$ cat config.mk
export PLATFORM = sky130hd
export DESIGN_NAME = div_unit_flat
export DESIGN_NICKNAME = d
export VERILOG_FILES = /design/src/rtl/common_types_pkg.sv /design/src/rtl/div_unit_if.sv /design/src/rtl/div_step.sv /design/src/rtl/div_unit.sv /design/src/flat_wrapper.sv
export SDC_FILE = /design/constraint.sdc
export NUM_CORES = 1
export LEC_CHECK = 0
export ABC_CLOCK_PERIOD_IN_PS = 3500
export CORE_MARGIN = 4
export CORE_UTILIZATION = 55
export CTS_BUF_LIST = sky130_fd_sc_hd__clkbuf_4
export DETAILED_ROUTE_END_ITERATION = 16
export PLACE_DENSITY = 0.77
export SKIP_CTS_REPAIR_TIMING = 1
export SYNTH_ARGS = -nofsm -noshare
export SYNTH_HDL_FRONTEND = slang
export SYNTH_HIERARCHICAL = 1
export SYNTH_SLANG_ARGS = --single-unit
export TNS_END_PERCENT = 30
$ cat constraint.sdc
create_clock -name CLK -period 3.5 [get_ports CLK]
set_clock_uncertainty 0.05 [all_clocks]
set_input_delay 0.875 -clock CLK [delete_from_list [all_inputs] [get_ports CLK]]
set_output_delay 0.875 -clock CLK [all_outputs]
set_load 0.02 [all_outputs]
$ cat src/rtl/common_types_pkg.sv
// rtl/common_types_pkg.sv - shared types and constants for the divider
package common_types_pkg;

    localparam int DIV_W = 32;

    typedef enum logic [1:0] {
        IDLE = 2'd0,
        CALC = 2'd1,
        FIX  = 2'd2,
        DONE = 2'd3
    } div_state_t;

    localparam logic [DIV_W-1:0] DIV_BY_ZERO_Q = {DIV_W{1'b1}};
    localparam logic [DIV_W-1:0] SIGNED_MIN    = {1'b1, {(DIV_W-1){1'b0}}};

endpackage

$ cat src/rtl/div_unit_if.sv
// rtl/div_unit_if.sv - request/response bundle between execute stage and divider
interface div_unit_if #(
    parameter int WIDTH = 32
);
    logic             start;
    logic             div_signed;
    logic             div_rem;
    logic [WIDTH-1:0] dividend;
    logic [WIDTH-1:0] divisor;
    logic             flush;
    logic             busy;
    logic             done;
    logic [WIDTH-1:0] result;

    modport master (
        output start, div_signed, div_rem, dividend, divisor, flush,
        input  busy, done, result
    );

    modport slave (
        input  start, div_signed, div_rem, dividend, divisor, flush,
        output busy, done, result
    );
endinterface

$ cat src/rtl/div_step.sv
// rtl/div_step.sv - one radix-2 restoring shift/trial-subtract/restore step
module div_step #(
    parameter int WIDTH = 32
) (
    input  logic [WIDTH-1:0] rem_i,
    input  logic [WIDTH-1:0] quo_i,
    input  logic [WIDTH-1:0] divisor_i,
    output logic [WIDTH-1:0] rem_o,
    output logic [WIDTH-1:0] quo_o
);
    logic [WIDTH:0] shifted;
    logic [WIDTH:0] diff;

    // The partial remainder stays below the divisor, so WIDTH+1 bits hold the shift.
    assign shifted = {rem_i, quo_i[WIDTH-1]};
    assign diff    = shifted - {1'b0, divisor_i};

    always_comb begin
        if (!diff[WIDTH]) begin
            rem_o = diff[WIDTH-1:0];
            quo_o = {quo_i[WIDTH-2:0], 1'b1};
        end else begin
            rem_o = shifted[WIDTH-1:0];
            quo_o = {quo_i[WIDTH-2:0], 1'b0};
        end
    end
endmodule

$ cat src/rtl/div_unit.sv
// rtl/div_unit.sv - multi-cycle RISC-V M-extension divider for the execute stage
module div_unit
    import common_types_pkg::*;
#(
    parameter int WIDTH = DIV_W
) (
    input  logic      CLK,
    input  logic      nRST,
    div_unit_if.slave dif
);
    localparam int               CNT_W = $clog2(WIDTH + 1);
    localparam logic [WIDTH-1:0] ONES  = {WIDTH{1'b1}};
    localparam logic [WIDTH-1:0] MIN_V = {1'b1, {(WIDTH-1){1'b0}}};

    div_state_t       state_q, state_d;
    logic [CNT_W-1:0] count_q, count_d;
    logic [WIDTH-1:0] rem_q, rem_d;
    logic [WIDTH-1:0] quo_q, quo_d;
    logic [WIDTH-1:0] dvsr_q, dvsr_d;
    logic             neg_q_q, neg_q_d;
    logic             neg_r_q, neg_r_d;
    logic             sel_rem_q, sel_rem_d;
    logic [WIDTH-1:0] result_q, result_d;

    logic [WIDTH-1:0] step_rem, step_quo;
    logic             a_neg, b_neg, accept;
    logic [WIDTH-1:0] a_abs, b_abs, fix_q, fix_r;

    div_step #(.WIDTH(WIDTH)) u_step (
        .rem_i     (rem_q),
        .quo_i     (quo_q),
        .divisor_i (dvsr_q),
        .rem_o     (step_rem),
        .quo_o     (step_quo)
    );

    assign a_neg  = dif.div_signed & dif.dividend[WIDTH-1];
    assign b_neg  = dif.div_signed & dif.divisor[WIDTH-1];
    assign a_abs  = a_neg ? -dif.dividend : dif.dividend;
    assign b_abs  = b_neg ? -dif.divisor : dif.divisor;
    assign fix_q  = neg_q_q ? -quo_q : quo_q;
    assign fix_r  = neg_r_q ? -rem_q : rem_q;
    assign accept = dif.start && !dif.flush && (state_q == IDLE || state_q == DONE);

    always_comb begin
        state_d   = state_q;
        count_d   = count_q;
        rem_d     = rem_q;
        quo_d     = quo_q;
        dvsr_d    = dvsr_q;
        neg_q_d   = neg_q_q;
        neg_r_d   = neg_r_q;
        sel_rem_d = sel_rem_q;
        result_d  = result_q;

        case (state_q)
            CALC: begin
                rem_d   = step_rem;
                quo_d   = step_quo;
                count_d = count_q - CNT_W'(1);
                if (count_q == CNT_W'(1)) state_d = FIX;
            end
            FIX: begin
                result_d = sel_rem_q ? fix_r : fix_q;
                state_d  = DONE;
            end
            DONE:    state_d = IDLE;
            default: state_d = state_q;
        endcase

        // Acceptance from DONE overrides the return to IDLE for back-to-back issue.
        if (accept) begin
            if (dif.divisor == '0) begin
                result_d = dif.div_rem ? dif.dividend : ONES;
                state_d  = DONE;
            end else if (dif.div_signed && dif.dividend == MIN_V && dif.divisor == ONES) begin
                result_d = dif.div_rem ? '0 : MIN_V;
                state_d  = DONE;
            end else begin
                quo_d     = a_abs;
                rem_d     = '0;
                dvsr_d    = b_abs;
                neg_q_d   = a_neg ^ b_neg;
                neg_r_d   = a_neg;
                sel_rem_d = dif.div_rem;
                count_d   = CNT_W'(WIDTH);
                state_d   = CALC;
            end
        end

        if (dif.flush) begin
            state_d  = IDLE;
            result_d = result_q;
        end
    end

    always_ff @(posedge CLK or negedge nRST) begin
        if (!nRST) begin
            state_q   <= IDLE;
            count_q   <= '0;
            rem_q     <= '0;
            quo_q     <= '0;
            dvsr_q    <= '0;
            neg_q_q   <= 1'b0;
            neg_r_q   <= 1'b0;
            sel_rem_q <= 1'b0;
            result_q  <= '0;
        end else begin
            state_q   <= state_d;
            count_q   <= count_d;
            rem_q     <= rem_d;
            quo_q     <= quo_d;
            dvsr_q    <= dvsr_d;
            neg_q_q   <= neg_q_d;
            neg_r_q   <= neg_r_d;
            sel_rem_q <= sel_rem_d;
            result_q  <= result_d;
        end
    end

    assign dif.busy   = (state_q == CALC) || (state_q == FIX);
    assign dif.done   = (state_q == DONE);
    assign dif.result = result_q;
endmodule

$ cat src/flat_wrapper.sv
// flat-port wrapper written by rule: the top's interface ports become plain ports
module div_unit_flat import common_types_pkg::*;
#(
    parameter int WIDTH = DIV_W
)
  (CLK, nRST, dif_start, dif_div_signed, dif_div_rem, dif_dividend, dif_divisor, dif_flush, dif_busy, dif_done, dif_result);
  div_unit_if #(.WIDTH(WIDTH)) dif_i ();
  input  logic CLK;
  input  logic nRST;
  input wire logic [$bits(dif_i.start)-1:0] dif_start;
  input wire logic [$bits(dif_i.div_signed)-1:0] dif_div_signed;
  input wire logic [$bits(dif_i.div_rem)-1:0] dif_div_rem;
  input wire logic [$bits(dif_i.dividend)-1:0] dif_dividend;
  input wire logic [$bits(dif_i.divisor)-1:0] dif_divisor;
  input wire logic [$bits(dif_i.flush)-1:0] dif_flush;
  output wire logic [$bits(dif_i.busy)-1:0] dif_busy;
  output wire logic [$bits(dif_i.done)-1:0] dif_done;
  output wire logic [$bits(dif_i.result)-1:0] dif_result;
  assign dif_i.start = dif_start;
  assign dif_i.div_signed = dif_div_signed;
  assign dif_i.div_rem = dif_div_rem;
  assign dif_i.dividend = dif_dividend;
  assign dif_i.divisor = dif_divisor;
  assign dif_i.flush = dif_flush;
  assign dif_busy = dif_i.busy;
  assign dif_done = dif_i.done;
  assign dif_result = dif_i.result;
  div_unit #(.WIDTH(WIDTH)) u_core (.CLK(CLK), .nRST(nRST), .dif(dif_i));
endmodule
==> Word-level counts from Yosys, hierarchy flattened <==
Cells that the tools add are included.
{ "op_classes": {"add_sub_neg": 6, "eq_ne": 7, "n_mux": 31, "n_bitwise": 5, "n_reduce_logical": 12} }
{ "op_table": {"columns": ["operator", "n"], "rows": [
  ["two-way mux 32 bit", 20],
  ["negation 32 bit", 4],
  ["equality test 32 bit (second input constant)", 2],
  ["subtractor 33 x 32 -> 33 bit", 1],
  ["zero test 32 bit", 1],
  ["two-way mux 6 bit", 4],
  ["two-way mux 2 bit", 5],
  ["equality test 6 x 1 -> 1 bit (second input constant)", 1],
  ["case mux 2 bit (3 select lines)", 1],
  ["subtractor 6 x 1 -> 6 bit (second input constant)", 1],
  ["nonzero test 5 bit", 1],
  ["equality test 2 bit (second input constant)", 2],
  ["logical AND 1 bit", 4],
  ["!= test 4 x 2 -> 1 bit (second input constant)", 1],
  ["AND reduction 3 bit", 1],
  ["bitwise AND 1 bit", 2],
  ["equality test 2 x 1 -> 1 bit (second input constant)", 1],
  ["zero test 2 bit", 1],
  ["logical OR 1 bit", 2],
  ["NOT 1 bit", 2],
  ["AND reduction 2 bit", 1],
  ["zero test 1 bit", 1],
  ["two-way mux 1 bit", 1],
  ["bitwise XOR 1 bit", 1]
]} }
{ "word_totals": {"register_bits": 139, "inputBits": 70, "out_inout_bits": 34, "word_cells": 70} }

==> Depth between registers and ports, before layout <==
Gate-level depths: netlist of run 1.
{ "logic_depth": {"word_depth": 7, "ltp_mapped": 16, "mapped_depth_nobuf": 15} }

==> By module <==
Netlist of run 1, hierarchy kept.
{ "modules_own_cells": {"columns": ["module", "n_inst", "cells_each", "area_per_inst_um2", "seq_area_each_um2"], "rows": [
  ["div_unit", 1, 986, 9385.3, 3478.3],
  ["div_step", 1, 342, 2488.6, 0.0]
]} }

==> Worst setup path after synthesis of run 1 <==
No wires, ideal clock.
{ "synth_path": {"path_kind": "input to register", "from": "in dif_dividend[0]", "to": "reg u_core.result_q[12] (netlist: u_core/dif.result[12])", "arrival_time_ns": 3.489, "t_required_ns": 3.324, "path_slack_ns": -0.165, "cell_stages": 10, "path_buffers": 2, "path_cell_list": "inv_1 ha_1 or4b_1 or4_1 clkbuf_1 or3_1 o31ai_4 nor2_8 buf_6 a221o_1"} }
{ "synth_via": {"elab_chain_len": 6} }
{ "synth_lines": {"columns": ["element", "line_no", "source"], "rows": [
  ["start, declared", "flat_wrapper.sv:13", "input wire logic [$bits(dif_i.dividend)-1:0] dif_dividend;"],
  ["equality test 32 bit", "div_unit.sv:76", "end else if (dif.div_signed && dif.dividend == MIN_V && dif.divisor == ONES) begin"],
  ["logical AND 1 bit (2 in a row)", "div_unit.sv:76", null],
  ["two-way mux 32 bit", "div_unit.sv:76", null],
  ["two-way mux 32 bit", "div_unit.sv:73", "if (dif.divisor == '0) begin"],
  ["two-way mux 32 bit", "div_unit.sv:72", "if (accept) begin"],
  ["end signal, assigned", "div_unit.sv:117", "result_q <= result_d;"],
  ["end, declared", "div_unit.sv:23", "logic [WIDTH-1:0] result_q, result_d;"]
]} }
No other way between the ends.
A chain may end at the register's enable or synchronous reset.

==> Final worst setup path of run 1 <==
{ "layout_path": {"from": "in dif_dividend[0]", "to": "reg u_core.quo_q[26]"} }
{ "layout_via": {"elab_chain_len": 6} }
{ "layout_lines": {"columns": ["element", "line_no", "source"], "rows": [
  ["branches (longest 3 deep; another with negation 32 bit)", null, null],
  ["two-way mux 32 bit *", "div_unit.sv:76", null],
  ["two-way mux 32 bit *", "div_unit.sv:73", null],
  ["two-way mux 32 bit *", "div_unit.sv:72", null],
  ["net u_core.quo_d[26]", "div_unit.sv:18", "logic [WIDTH-1:0] quo_q, quo_d;"],
  ["end signal, assigned", "div_unit.sv:112", "quo_q <= quo_d;"],
  ["end, declared", "div_unit.sv:18", null]
]} }
Mark *: on every way through the listed nets, which the timed path passes.

==> results of run 1 <==
==> power groups by stage <==
stage	combinational, uW	clock (uW)	sequential [uW]
after detailed placement	7560	0	3130
after global placement	7340	0	3100
final	8020	1200	3130
after floorplan	5570	0	3090
after CTS	7600	1210	3110
after global routing	8660	1280	3220
==> path summary, 6_finish.rpt <==
check	from	to	slack, ns
setup reg to reg	u_core/quo_q[31]	u_core/rem_q[20]	0.05
min in group CLK	u_core/dvsr_q[16]	u_core/dvsr_q[16]	0.46
hold reg to reg	u_core/dvsr_q[16]	u_core/dvsr_q[16]	0.46
max in group asynchronous	nRST	u_core/dvsr_q[24]	2.35
hold / removal	nRST	u_core/dif.result[9]	0.21
setup / recovery	dif_dividend[0]	u_core/quo_q[26]	0.05
==> layout make-up <==
cell class	instances	area, um^2	area share
diodes	1	2.50	0.000176
clock buffers	22	165	0.0116
clock inverters	10	148	0.0104
inverters	79	312	0.0219
multi-input cells	1010	7660	0.538
flip-flops and latches	139	3480	0.244
well taps	275	344	0.0242
repair buffers	230	2120	0.149
==> routing by layer <==
metal	GRT usage	up-vias	share of wire
li1	-	5157	-
met1	0.349	5263	0.42
met2	0.446	495	0.48
met3	0.0420	75	0.073
met4	0.0955	0	0.028
met5	0	-	0
==> flip-flops by register name, summed over array words and instances, names as in the netlist <==
signal	cells
u_core/count_q	6
u_core/dif.result	32
u_core/dvsr_q	32
u_core/neg_q_q	1
u_core/neg_r_q	1
u_core/quo_q	32
u_core/rem_q	32
u_core/sel_rem_q	1
u_core/state_q	2
==> kinds of logic (layout without fill, tap and decap cells) <==
family	count (synthesis)	in the layout
xor gates and xnor gates	141	141
muxes	169	169
buffers and inverters	179	341
other	0	1
DFF	139	139
and+or+nand+nor	343	343
adders and majority gates	43	43
AOI/OAI and AO/OA	314	314
==> worst max-delay path: stages <==
cell and delay (ns):
clkdlybuf4s50_1 0.49, inv_6 0.09, ha_4 0.12, or4b_1 0.44
or4_1 0.60, buf_4 0.19, or4_1 0.58, o31ai_2 0.24
xnor2_1 0.15, mux2i_1 0.09
==> cell usage in the layout, fill, tap and decap left out, types with 21 or more instances in the layout <==
master	instances
dfrtp_1	139
buf_4	116
mux2i_1	115
clkdlybuf4s50_1	102
nor2_1	90
inv_1	74
xnor2_1	72
a21oi_1	72
xor2_1	69
nand2_1	59
o21ai_0	57
ha_1	38
mux2_2	33
o31ai_1	28
nand3_1	25
nor3_1	23
clkbuf_4	22
o41ai_1	22
a221o_1	22
nand4_1	21
mux2_4	21
==> metrics by stage <==
step	setup WS (ns)	total power (uW)	setup TNS [ns]
after global routing	-0.100	13200	-0.835
final	0.0480	12400	0
after floorplan	-0.0266	8660	-0.266
after detailed placement	-0.608	10700	-70.73
after global placement	-0.546	10400	-61.30
after CTS	-0.173	11900	-2.40
==> impl_metrics.ini, run 1 <==
[die]
coreArea_um2 = 21200
die_x_um = 155
row_count = 53
die-area_um2 = 24000
start_util = 0.561
dieHeight_um = 155
io_pins = 104

[yosys]
syn_avg_cell_area_um2 = 8.94
synthXorXnorAreaFrac = 0.104
synth.net_count = 1441
seq_area_frac_synth = 0.293
synth_flop_cell = dfrtp_1
post_synth_num_cell_types = 81
synth_async_sr_flop_share = 1.00
yosysMostFrequentCell = dfrtp_1
yosysTopAreaCell = dfrtp_1
syn_inst = 1328
synth_edf_count = 0
synth_top_family_by_area = compound AO/OA/AOI/OAI gates
synth_compound_gate_area_share = 0.180
yosys.area.top_type_share = 0.293
synth-seq-cells = 139
syn_area_um2 = 11900
synthSimpleGateAreaFrac = 0.153
synth.area.top_cells = dfrtp_1 (29%), mux2i_1 (9.7%), xnor2_1 (5.3%)
synth-adder-area-share = 0.0459
synthTopCellsByCount = dfrtp_1 (139), mux2i_1 (115), nor2_1 (91), inv_1 (77), a21oi_1 (74)
synthMuxAreaShare = 0.154
yosysWarnings = 6

[placed_design]
port_buffers = 103
dp_hpwl_mm = 24.7
dp_cells = 1728
place_area_um2 = 13800
place.gp.congestion = 0.933

[final_layout]
stdcell_count = 1766
fin_area_um2 = 14200
final_nets = 1590
syn2layout_area_growth_pct = 19.9
nFillCells = 1698
utilization = 0.673
layout-drive-gt1-share = 0.167

[timing]
worst_slew_pin_slew_ns = 0.765
rsz0062_at_grt = yes
worst_hold_slack_ns = 0.211
setup_viol = 0
period_minus_slack_ns = 3.45
hold_viol = 0
maxSlewViolCount = 0
max_freq_mhz = 290
timing.slew.headroom = 0.477
post-route-period-util = 0.986

[clocking]
numCtsBuffers = 17
clk_latency_ns = 0.58
clockRootBuffer = clkbuf_4
clkTransAtPathRegs_ns = 0.13
clock_sinks = 139
cts.htree.levels = 4
clockBufferDepth = 2
tritoncts = done

[critical_path]
cp-start-kind = primary input
crit_type = primary input to flip-flop
rr_worst_depth = 16
worstPathArrival_ns = 3.87
crit_required_ns = 3.92
critPathCaptureType = flip-flop
worstPathMaxFanout = 3

[global_route]
grt_util_all_layers = 0.266
grt.overflow.total = 0
grt_antenna_before_repair = 1
first_global_vias = 10300
grt_max_degree = 72
grt_pass1_wl_mm = 52.0

[job]
drv_cap = 0

[power_and_ir_drop]
swShare = 0.450
internal-power_uw = 6790
powerDensity_nw_per_um2 = 868
power_switching_uw = 5560
vdd_drop_max_mv = 0.355
clkPwrFrac = 0.097
seqPwrFrac = 0.254
p_leak_uw = 0.00605
pwr-share-comb = 0.649

[detailed_routing]
routedWlPerCell_um = 18.9
dr.pass1.iters = 6
drtAntennaViolNets = 0
viasPerCell = 6.22
drt-total-wl_mm = 33.3
drc = 0
drt_iter0_markers = 1259
vias = 11000

[worst_hold_path]
worstHoldPathType = primary input to asynchronous set/reset pin

[run_status]
run_status = finished, final reports clean
Note: power is estimated with default switching activity, not from simulation.
==> run 2: changes to the inputs <==
--- a/config.mk
+++ b/config.mk
@@ -10,6 +10,7 @@
 export CORE_UTILIZATION = 55
 export CTS_BUF_LIST = sky130_fd_sc_hd__clkbuf_4
 export DETAILED_ROUTE_END_ITERATION = 16
+export GPL_ROUTABILITY_DRIVEN = 0
 export PLACE_DENSITY = 0.77
 export SKIP_CTS_REPAIR_TIMING = 1
 export SYNTH_ARGS = -nofsm -noshare
==> run 2 against run 1 <==
Compared with the run above:
- setup slack got worse by 0.012 ns
- register-to-register slack hardly changed
- sequential share of layout area hardly changed
- die area is the same
- clock-buffer cell count is 3 lower
- non-clock buffer count increased by 8
- sequential cell count did not move
- global-route usage increased by 0.30 points
- critical endpoint is now u_core/dif.result[5]
- largest cell class unchanged
- largest power group unchanged
==> impl_metrics.ini, run 2 (synthesized netlist as in run 1, its figures left out) <==
[global_route]
use_met3 = 0.0345
grt.overflow.total = 0
grt_antenna_before_repair = 1
grt_use_met2 = 0.449
first_global_vias = 10200
grt_util_all_layers = 0.269
grt_pass1_wl_mm = 52.6
grt_max_degree = 77
met1_usage = 0.362
top_usage_layer = met2

[run_status]
run_status = finished, final reports clean

[timing]
period_minus_slack_ns = 3.46
max_freq_mhz = 289
setup_viol = 0
fin_tns_setup_ns = 0
worst_slew_pin_slew_ns = 0.806
maxSlewViolCount = 0
hold_viol = 0
post-route-period-util = 0.990
timing.slew.headroom = 0.449
rsz0062_at_grt = yes
worst_hold_slack_ns = 0.240

[clocking]
clock_sinks = 139
cts.htree.levels = 4
clockRootBuffer = clkbuf_4
tritoncts = done
clkTransAtPathRegs_ns = 0.12
numCtsBuffers = 17
clk_latency_ns = 0.57
clockBufferDepth = 2

[die]
row_count = 53
dieHeight_um = 155
coreArea_um2 = 21200
die_x_um = 155
die-area_um2 = 24000
io_pins = 104
start_util = 0.561

[critical_path]
crit_slowest_cell = or4_4
crit_type = primary input to flip-flop
worstPathMaxFanout = 22
crit_chain = clkdlybuf4s50_1 -> inv_6 -> ha_4 -> or4b_1 -> or4_4 -> or3_4 -> nor2_1 -> o31ai_2 -> buf_12 -> a221o_1
critPathCaptureType = flip-flop
cp-start-kind = primary input
crit_required_ns = 3.91
max_stage_delay_ns = 0.55
worstPathArrival_ns = 3.87
r2r_slack_ns = 0.04
path_buf_inv = 3
crit_family = simple AND/OR/NAND/NOR gates

[final_layout]
syn2layout_area_growth_pct = 20.0
stdcell_count = 1774
nFillCells = 1706
layout-drive-gt1-share = 0.168
layout_common_cells = dfrtp_1 (139), buf_4 (123), mux2i_1 (115)
mostFrequentLayoutCell = dfrtp_1
final_nets = 1598

[detailed_routing]
vias = 11000
drt-total-wl_mm = 33.3
dr.pass1.iters = 6
viasPerCell = 6.22
drtAntennaViolNets = 0
drc = 0
routedWlPerCell_um = 18.8
drt_iter0_markers = 1232

[job]
drv_cap = 0

[power_and_ir_drop]
powerDensity_nw_per_um2 = 851
vdd_drop_max_mv = 0.368
p_leak_uw = 0.00606
fin_total_pwr_uw = 12100

[placed_design]
dp_cells = 1735
dp_hpwl_mm = 24.9
port_buffers = 103

[worst_hold_path]
worstHoldPathType = primary input to asynchronous set/reset pin
run 2: worst paths after layout:
| kind | from | to | cells after the start |
|---|---|---|---|
| max | dif_dividend[0] | u_core/dif.result[5] | 10 |
| min | nRST | u_core/quo_q[8] | 1 |
| max reg2reg | u_core/quo_q[31] | u_core/rem_q[14] | 16 |
| min reg2reg | u_core/dif.result[15] | u_core/dif.result[15] | 1 |
| max in group asynchronous | nRST | u_core/dvsr_q[31] | 2 |
| min in group CLK | u_core/dif.result[15] | u_core/dif.result[15] | 1 |
run 2: through the flow:
stage	utilization	setup WS, ns	area (um^2)
after CTS	0.667	-0.168	14100
after detailed placement	0.655	-0.633	13900
after global placement	0.655	-0.540	13900
after floorplan	-	-0.0266	11900
after global routing	0.673	-0.0855	14200
final	0.673	0.0356	14200
run 2: layout make-up:
type                    count  area, um^2  area share
flip-flops and latches    139        3480       0.244
well taps                 275         344      0.0242
multi-input cells        1010        7650       0.537
repair buffers            238        2210       0.155
clock inverters            13         108     0.00755
clock buffers              19         143      0.0100
inverters                  79         312      0.0219
diodes                      1        2.50    0.000176
run 2: layer usage:
metal  vias to the layer above  share of wire
met3                        70          0.072
met4                         0          0.031
met2                       517           0.47
met1                      5282           0.42
met5                         -              0
li1                       5169              -
run 2: power by group:
part | leakage [uW] | switching (uW) | internal (uW) | total, uW
combinational | 0.00423 | 4100 | 3880 | 7980
clock | 0.000145 | 597 | 418 | 1020
sequential | 0.00169 | 817 | 2310 | 3130
total | 0.00606 | 5510 | 6610 | 12100
run 2: worst register-to-register path, delay by kind of cell, from the launching register on:
family	cells	cell delay, ns
and+or+nand+nor	4	0.61
DFF	1	0.44
adders and majority gates	2	0.50
AOI/OAI and AO/OA	4	0.79
muxes	3	0.68
buffers and inverters	3	0.29
